[src/rtl/bc_col_accum_if.sv]
// Handshake bundle between the column compressor stream and the accumulator.
// master: beat producer / result consumer.  slave: the accumulator.
interface bc_col_accum_if #(
    parameter int ACC_W    = 24,
    parameter int MAX_COLS = 16
);
    localparam int CW = $clog2(MAX_COLS) + 1;

    logic             in_valid;
    logic             in_ready;
    logic             in_first;
    logic             in_last;
    logic [1:0]       in_out;
    logic             res_valid;
    logic             res_ready;
    logic [ACC_W-1:0] res_data;
    logic [CW-1:0]    res_cols;
    logic             res_ovf;
    logic             abort;

    modport master (
        output in_valid, in_first, in_last, in_out, res_ready,
        input  in_ready, res_valid, res_data, res_cols, res_ovf, abort
    );

    modport slave (
        input  in_valid, in_first, in_last, in_out, res_ready,
        output in_ready, res_valid, res_data, res_cols, res_ovf, abort
    );
endinterface

[src/rtl/bc_col_accum.sv]
// bc_col_accum: shift-accumulates 2-bit column beats (LSB column first) into
// an ACC_W result, one result per operand group, valid/ready on both sides.
// Optional macro BC_COL_SIGNED_MSB_EN: the in_last beat's contribution is
// subtracted, giving a two's-complement MSB column weight.
module bc_col_accum #(
    parameter int ACC_W    = 24,
    parameter int MAX_COLS = 16
) (
    input  logic              clk,
    input  logic              rstn,
    bc_col_accum_if.slave     bus
);
    localparam int            CW   = $clog2(MAX_COLS) + 1;
    localparam logic [CW-1:0] MAXC = CW'(MAX_COLS);

    typedef enum logic [1:0] {IDLE, ACCUM, DONE} state_t;

    state_t           r_state, w_state_n;
    logic [ACC_W-1:0] r_acc,   w_acc_n;
    logic [CW-1:0]    r_col,   w_col_n;
    logic             r_ovf,   w_ovf_n;
    logic             r_abort, w_abort_n;

    logic             w_beat;
    logic             w_restart;
    logic             w_drop;
    logic             w_sub;
    logic [CW-1:0]    w_shift;
    logic [ACC_W-1:0] w_c;
    logic [ACC_W-1:0] w_base;
    logic [ACC_W-1:0] w_sum;

    assign bus.in_ready  = (r_state != DONE);
    assign bus.res_valid = (r_state == DONE);
    assign bus.res_data  = r_acc;
    assign bus.res_cols  = r_col;
    assign bus.res_ovf   = r_ovf;
    assign bus.abort     = r_abort;

    assign w_beat    = bus.in_valid && (r_state != DONE);
    // Any beat taken in IDLE starts a group, whether or not in_first is set.
    assign w_restart = (r_state == IDLE) || bus.in_first;
    // Columns past MAX_COLS contribute nothing; the counter saturates instead.
    assign w_drop    = !w_restart && (r_col >= MAXC);
    assign w_shift   = w_restart ? '0 : r_col;
    assign w_c       = w_drop ? '0 : (ACC_W'(bus.in_out) << w_shift);
    assign w_base    = w_restart ? '0 : r_acc;

`ifdef BC_COL_SIGNED_MSB_EN
    assign w_sub = bus.in_last;
`else
    assign w_sub = 1'b0;
`endif

    assign w_sum = w_sub ? (w_base - w_c) : (w_base + w_c);

    // State and datapath registers; synchronous active-low reset.
    always_ff @(posedge clk) begin
        if (!rstn) begin
            r_state <= IDLE;
            r_acc   <= '0;
            r_col   <= '0;
            r_ovf   <= 1'b0;
            r_abort <= 1'b0;
        end else begin
            r_state <= w_state_n;
            r_acc   <= w_acc_n;
            r_col   <= w_col_n;
            r_ovf   <= w_ovf_n;
            r_abort <= w_abort_n;
        end
    end

    // Next-state and next-datapath values.
    always_comb begin
        w_state_n = r_state;
        w_acc_n   = r_acc;
        w_col_n   = r_col;
        w_ovf_n   = r_ovf;
        w_abort_n = 1'b0;
        case (r_state)
            IDLE: begin
                if (w_beat) begin
                    w_acc_n   = w_sum;
                    w_col_n   = CW'(1);
                    w_ovf_n   = 1'b0;
                    w_state_n = bus.in_last ? DONE : ACCUM;
                end
            end
            ACCUM: begin
                if (w_beat) begin
                    w_acc_n = w_sum;
                    if (bus.in_first) begin
                        // Mid-group restart: partial sum discarded.
                        w_col_n   = CW'(1);
                        w_ovf_n   = 1'b0;
                        w_abort_n = 1'b1;
                    end else if (w_drop) begin
                        w_ovf_n = 1'b1;
                    end else begin
                        w_col_n = r_col + CW'(1);
                    end
                    if (bus.in_last) w_state_n = DONE;
                end
            end
            DONE: begin
                if (bus.res_ready) w_state_n = IDLE;
            end
            default: w_state_n = IDLE;
        endcase
    end
endmodule

[src/flat_wrapper.sv]
// flat-port wrapper written by rule: the top's interface ports become plain ports
module bc_col_accum_flat 
#(
    parameter int ACC_W    = 24,
    parameter int MAX_COLS = 16
)
  (clk, rstn, bus_in_valid, bus_in_first, bus_in_last, bus_in_out, bus_res_ready, bus_in_ready, bus_res_valid, bus_res_data, bus_res_cols, bus_res_ovf, bus_abort);
  bc_col_accum_if #(.ACC_W(ACC_W), .MAX_COLS(MAX_COLS)) bus_i ();
  input  logic clk;
  input  logic rstn;
  input wire logic [$bits(bus_i.in_valid)-1:0] bus_in_valid;
  input wire logic [$bits(bus_i.in_first)-1:0] bus_in_first;
  input wire logic [$bits(bus_i.in_last)-1:0] bus_in_last;
  input wire logic [$bits(bus_i.in_out)-1:0] bus_in_out;
  input wire logic [$bits(bus_i.res_ready)-1:0] bus_res_ready;
  output wire logic [$bits(bus_i.in_ready)-1:0] bus_in_ready;
  output wire logic [$bits(bus_i.res_valid)-1:0] bus_res_valid;
  output wire logic [$bits(bus_i.res_data)-1:0] bus_res_data;
  output wire logic [$bits(bus_i.res_cols)-1:0] bus_res_cols;
  output wire logic [$bits(bus_i.res_ovf)-1:0] bus_res_ovf;
  output wire logic [$bits(bus_i.abort)-1:0] bus_abort;
  assign bus_i.in_valid = bus_in_valid;
  assign bus_i.in_first = bus_in_first;
  assign bus_i.in_last = bus_in_last;
  assign bus_i.in_out = bus_in_out;
  assign bus_i.res_ready = bus_res_ready;
  assign bus_in_ready = bus_i.in_ready;
  assign bus_res_valid = bus_i.res_valid;
  assign bus_res_data = bus_i.res_data;
  assign bus_res_cols = bus_i.res_cols;
  assign bus_res_ovf = bus_i.res_ovf;
  assign bus_abort = bus_i.abort;
  bc_col_accum #(.ACC_W(ACC_W), .MAX_COLS(MAX_COLS)) u_core (.clk(clk), .rstn(rstn), .bus(bus_i));
endmodule
[config.mk]
export PLATFORM = sky130hd
export DESIGN_NAME = bc_col_accum_flat
export DESIGN_NICKNAME = d
export VERILOG_FILES = /design/src/rtl/bc_col_accum_if.sv /design/src/rtl/bc_col_accum.sv /design/src/flat_wrapper.sv
export SDC_FILE = /design/constraint.sdc
export NUM_CORES = 1
export LEC_CHECK = 0
export BUFFER_PORTS_ARGS = -buffer_cell sky130_fd_sc_hd__buf_2
export CELL_PAD_IN_SITES_DETAIL_PLACEMENT = 0
export CELL_PAD_IN_SITES_GLOBAL_PLACEMENT = 1
export CORE_ASPECT_RATIO = 1.1
export CORE_MARGIN = 2
export CORE_UTILIZATION = 46
export DETAILED_ROUTE_END_ITERATION = 10
export MAX_ROUTING_LAYER = met4
export PLACE_DENSITY = 0.87
export SYNTH_ARGS = -nofsm -noshare
export SYNTH_HDL_FRONTEND = slang
export SYNTH_SLANG_ARGS = --single-unit
[constraint.sdc]
create_clock -name clk -period 9.9 [get_ports clk]
set_input_delay 1.98 -clock clk [delete_from_list [all_inputs] [get_ports clk]]
set_output_delay 1.98 -clock clk [all_outputs]
set_load 0.01 [all_outputs]
==> impl_metrics.yaml, run 1 <==
timing:
  layout_setup_ws_ns: 5.16
  fmax_ghz: 0.211
  layout_min_cycle_time_ns: 4.74
  holdWs_ns: 0.461
  finalMaxSlewViolations: 0
  max-slew-margin-rel_pct: 41.5
  setup-tns-final_ns: 0
  rsz0062_at_grt: "false"
  fin_skew_ns: 0.00489
  hold_viol_final: 0
  setup_viol: 0
  fin_crit_sh_pct: 47.8
  tightest_slew_ns: 0.878
clock_network:
  root_buffer: "clkbuf_8"
  cts_resized: 0
  cts-buffers-inserted: 5
  cts.sinks: 33
  cts_buffer_depth: 2
  clk_latency_ns: 0.29
  clk_pin_slew_ns: 0.07
  cts_hold_buf: 0
  htreeDepth: 2
  cts_tree: "done"
  post-cts-setup-buffers: 0
drt:
  wl_um: 8050
  drtAntennaViolNets: 0
  wl_per_cell_um: 15.7
  drt_iter0_markers: 192
  via_count: 3032
  vias_per_cell: 5.92
  drt_pass1_iterations: 4
  post-route-drc-count: 0
power:
  power.leakage_uw: 0.00141
  vdd_ir_drop_max_v: 0.0000549
  pwr_density_cell_nw_per_um2: 95.8
yosys:
  ys.flop_type: "dfxtp_1"
  synth_seq_cells: 33
  synth_seq_area_share_pct: 22.3
  synth_edf_count: 0
  synth_cells: 396
  synthArstFlopShare_pct: 0
  synth_area_sq_um: 2960
  ys_warn_count: 0
  synth.avg_cell_area_sq_um: 7.47
  ys_types: 67
hold_path:
  hold_class: "flop to flop"
worst_setup_path:
  crit_family: "compound AO/OA/AOI/OAI gates"
  cp_max_fo: 29
  path_cells: "buf_2 -> nor2_1 -> buf_4 -> a21oi_1 -> nor2_1 -> a21oi_1 -> or2_2 -> fa_1 -> nand2b_1 -> a21o_1 -> a31o_2 -> a211o_1 -> a21o_1 -> a32o_1"
  worst_setup_path_start_kind: "primary input"
  cp_data_arrival_time_ns: 4.92
  worstSetupPathType: "primary input to flop"
  worst_ep_required_time_ns: 10.08
  slowest_stage: "fa_1"
  path_buf_inv: 2
  cp-end-kind: "flop"
  critPathMaxStageDelay_ns: 0.40
die:
  die_y_um: 88.1
  dieArea_sq_um: 7090
  core_sq_um: 6190
  die_w_um: 80.5
  initial_core_util_pct: 47.8
  io-pin-count: 41
  placementRows: 30
placement:
  routabilityCongestion: 0.917
  post-place-ws_ns: 4.88
  port_buffers: 40
  dp_hpwl_um: 6050
layout:
  drive_above_1_share_pct: 15.5
  final_cell_mix: "nand2_1 (42), nor2_1 (40), buf_2 (40)"
  diodes: 0
  final_common_cell: "nand2_1"
  nNetsFinal: 464
  syn_to_final_growth_pct: 12.3
global_route:
  grt_pass1_wl_um: 13100
  gr-total-overflow: 0
  grt_max_degree: 30
  antenna_found_initial: 0
  grt_pass1_vias: 2759
  grtUsageTotal_pct: 24.1
outcome:
  status: "completed"
job:
  maxCapViolations: 0
-- per-stage QoR --
| step | cell area, sq um | power [uW] | cells | utilization [%] |
|---|---|---|---|---|
| after detailed placement | 3200 | 186 | 504 | 51.7 |
| final | 3320 | 318 | 512 | 53.6 |
| after global routing | 3320 | 332 | 512 | 53.6 |
| after CTS | 3320 | 322 | 512 | 53.6 |
| after global placement | 3200 | 185 | 504 | 51.7 |
| after floorplan | 2980 | 171 | 401 | - |
-- final timing paths --
path / start / end / slack, ns / depth (start not counted)
worst max-delay path: bus_in_first / u_core.bus.res_data[18] / 5.16 / 14
worst min-delay path: u_core.bus.res_data[3] / u_core.bus.res_data[3] / 0.46 / 2
worst max register to register: u_core.r_state[1] / u_core.bus.res_data[20] / 6.50 / 14
worst min register to register: u_core.bus.res_data[3] / u_core.bus.res_data[3] / 0.46 / 2
-- kinds of logic (layout without fill, tap and decap cells) --
kind of cell | Yosys count | in the layout | synth area share [%]
buf+inv | 27 | 58 | 3.98
mux | 1 | 1 | 0.338
simple gates | 177 | 177 | 30.7
other cells | 1 | 6 | 0.127
flops | 33 | 33 | 22.3
compound gates | 126 | 126 | 29.9
xor+xnor | 6 | 6 | 1.78
fa+ha+maj | 25 | 25 | 10.8
-- tightest hold or removal path, delay by kind of cell, from the launching register on --
family             cells  cell delay [ns]
DFF                    1             0.32
AOI/OAI and AO/OA      1             0.05
and+or+nand+nor        1             0.05
-- registers in the layout, summed over array words and instances (netlist names) --
signal	cells
u_core.r_state	2
u_core.bus.res_ovf	1
u_core.bus.abort	1
u_core.bus.res_cols	5
u_core.bus.res_data	24
-- cell usage after synthesis, types with 3 or more instances --
cell | count | share of area, %
nand2_1 | 42 | 5.3
nor2_1 | 40 | 5.1
a21oi_1 | 38 | 6.4
dfxtp_1 | 33 | 22
and2_1 | 27 | 5.7
ha_1 | 24 | 10
o21ai_0 | 21 | 3.6
clkbuf_1 | 15 | 1.9
nand3_1 | 13 | 2.2
nor3_1 | 13 | 2.2
a21o_1 | 9 | 2.3
inv_1 | 8 | 1.0
and3_1 | 7 | 1.5
a211oi_1 | 6 | 1.5
o211ai_1 | 6 | 1.5
xnor2_1 | 6 | 1.8
nand2b_1 | 5 | 1.1
o21a_1 | 5 | 1.3
a32o_1 | 4 | 1.4
nand4_1 | 4 | 0.85
nor2b_1 | 4 | 0.85
or3_1 | 4 | 0.85
a2111oi_0 | 3 | 0.89
a21boi_0 | 3 | 0.76
o31ai_1 | 3 | 0.76
-- power breakdown --
part / switching [uW] / total, uW / internal (uW)
sequential: 3.70 / 140 / 137
combinational: 28.2 / 42.9 / 14.7
clock: 52.9 / 135 / 82.1
total: 84.8 / 318 / 233
-- cell type report --
cell class,instances,area [sq um]
clock inverters,1,30.0
well taps,80,100
flip-flops and latches,33,661
repair buffers,42,215
fillers,637,2870
multi-input cells,341,2200
inverters,8,30.0
clock buffers,7,86.3
-- routing by layer --
metal	track usage, %	vias to the layer above	routed length (um)
met1	29.4	1446	3720
met5	-	-	0
met4	8.17	0	70
met3	2.78	6	257
li1	-	1526	-
met2	41.3	54	4000
Power figures use the tool's default switching activity.
==> run 2, diff against run 1 <==
CORE_UTILIZATION = 43   (was 46)
PLACE_DENSITY = 0.82   (was 0.87)
clock period = 4.5 ns   (was 9.9 ns; I/O delays follow)
==> run 2 against run 1 <==
  * First-iteration DRC count decreased by 40%
  * Combinational power increased by 120%
  * Worst hold slack improved by 0.0012 ns
==> impl_metrics.yaml, run 2 (synthesis results as in run 1) <==
worst_setup_path:
  r2r_end: "u_core.bus.res_data[13]"
  slowest_stage: "a2111oi_0"
  reg2reg_depth: 11
  setup.worst_path.start: "bus_in_first"
  crit_end: "u_core.bus.res_data[13]"
  cp-end-kind: "flop"
  critPathMaxStageDelay_ns: 0.52
  crit_top_cell: "nor2_1"
  worst_ep_required_time_ns: 4.74
  worst_setup_path_start_kind: "primary input"
  path_cells: "buf_2 -> nor2_1 -> o211ai_1 -> nor3b_1 -> ha_1 -> nand2_1 -> nor2_1 -> a21boi_0 -> o21ai_0 -> a2111oi_0 -> a311o_1"
  cp_data_arrival_time_ns: 4.01
  r2r_start: "u_core.r_state[1]"
  cp_max_fo: 9
  r2r_slack_ns: 1.01
  worstSetupPathType: "primary input to flop"
clock_network:
  clk_latency_ns: 0.29
  cts_hold_buf: 0
  htreeDepth: 2
  cts_buffer_depth: 2
  cts_resized: 0
  clk_pin_slew_ns: 0.07
  post-cts-setup-buffers: 0
  cts_tree: "done"
  root_buffer: "clkbuf_8"
  cts.sinks: 33
  cts-buffers-inserted: 5
job:
  maxCapViolations: 0
die:
  core_sq_um: 6630
  die_y_um: 91.0
  initial_core_util_pct: 44.6
  dieArea_sq_um: 7560
  io-pin-count: 41
  placementRows: 31
  die_w_um: 83.1
layout:
  final_cell_mix: "nand2_1 (42), nor2_1 (40), buf_2 (40)"
  nNetsFinal: 465
  drive_above_1_share_pct: 15.7
  largest_reg_flops: 24
  diodes: 0
  final_common_cell: "nand2_1"
  syn_to_final_growth_pct: 11.5
  fin_util_pct: 49.7
global_route:
  grt_pass1_wl_um: 14100
  gr-total-overflow: 0
  grt_max_degree: 22
  grt_pass1_vias: 2895
  grtUsageTotal_pct: 22.9
  antenna_found_initial: 0
placement:
  dp_hpwl_um: 6250
  routabilityCongestion: 0.920
  port_buffers: 40
timing:
  fmax_ghz: 0.265
  rsz0062_at_grt: "false"
  fin_skew_ns: 0.00204
  setup_viol: 0
  finalMaxSlewViolations: 0
  max-slew-margin-rel_pct: 37.9
  setup-tns-final_ns: 0
  tightest_slew_ns: 0.931
  hold_viol_final: 0
  layout_min_cycle_time_ns: 3.77
  fin_crit_sh_pct: 83.8
hold_path:
  hold_start: "u_core.bus.res_data[7]"
  hold_class: "flop to flop"
drt:
  wl_per_cell_um: 16.1
  drtAntennaViolNets: 0
  drt_iter0_markers: 115
  drt_pass1_iterations: 4
  post-route-drc-count: 0
  wl_um: 8280
  via_count: 3038
  vias_per_cell: 5.90
power:
  power.leakage_uw: 0.00140
  vdd_ir_drop_max_v: 0.000124
  pwr_density_cell_nw_per_um2: 191
outcome:
  status: "completed"
==> run 2: changes by cell type in the layout (fill, tap and decap cells not counted), sizes merged <==
cell,delta
bufinv,-1
clkbuf,-1
buf,+1
clkinv,+2
==> run 2: critical path, delay by kind of cell <==
family,cells,cell delay [ns]
buf+inv,1,0.12
fa+ha+maj,1,0.28
compound gates,5,1.62
simple gates,4,1.09
==> run 2: how the worst min path moves through the flow <==
stage / endpoint / cells after the start
floorplan: u_core.r_state[0] / 1
global placement: u_core.bus.res_data[3] / 2
detailed placement: u_core.bus.res_data[7] / 2
CTS: u_core.bus.res_data[7] / 2
global route: u_core.bus.res_data[2] / 2
finish: u_core.bus.res_data[7] / 2
==> run 2: report_power, final <==
group | total (uW) | switching [uW] | internal, uW
logic | 95.6 | 62.4 | 33.1
registers | 308 | 7.65 | 300
clock network | 227 | 119 | 107
total | 630 | 189 | 441
==> run 2: layer usage <==
metal | routed length [um] | part of all wire, % | vias up | GRT usage (%)
li1 | - | - | 1537 | -
met1 | 3700 | 45 | 1416 | 28.3
met2 | 4050 | 49 | 65 | 37.8
met3 | 349 | 4.2 | 20 | 3.82
met4 | 189 | 2.3 | 0 | 8.06
met5 | 0 | 0 | - | -
==> run 2: metrics by stage <==
| step | setup slack, ns | hold WS [ns] | power, uW | area (sq um) | cells |
|---|---|---|---|---|---|
| after detailed placement | 0.488 | 0.454 | 410 | 3210 | 507 |
| after global placement | 0.581 | 0.452 | 408 | 3210 | 507 |
| after floorplan | 0.901 | 0.459 | 377 | 2980 | 401 |
| final | 0.728 | 0.462 | 630 | 3300 | 515 |
| after global routing | 0.428 | 0.485 | 665 | 3300 | 515 |
| after CTS | 0.777 | 0.465 | 638 | 3300 | 515 |
==> run 2: area by class of cell <==
type | instances | area (sq um)
timing repair buffer | 43 | 223
clock buffer | 6 | 72.6
sequential | 33 | 661
clock inverter | 2 | 10.0
tap | 82 | 103
multi-input combinational | 341 | 2200
inverter | 8 | 30.0
fill | 669 | 3340
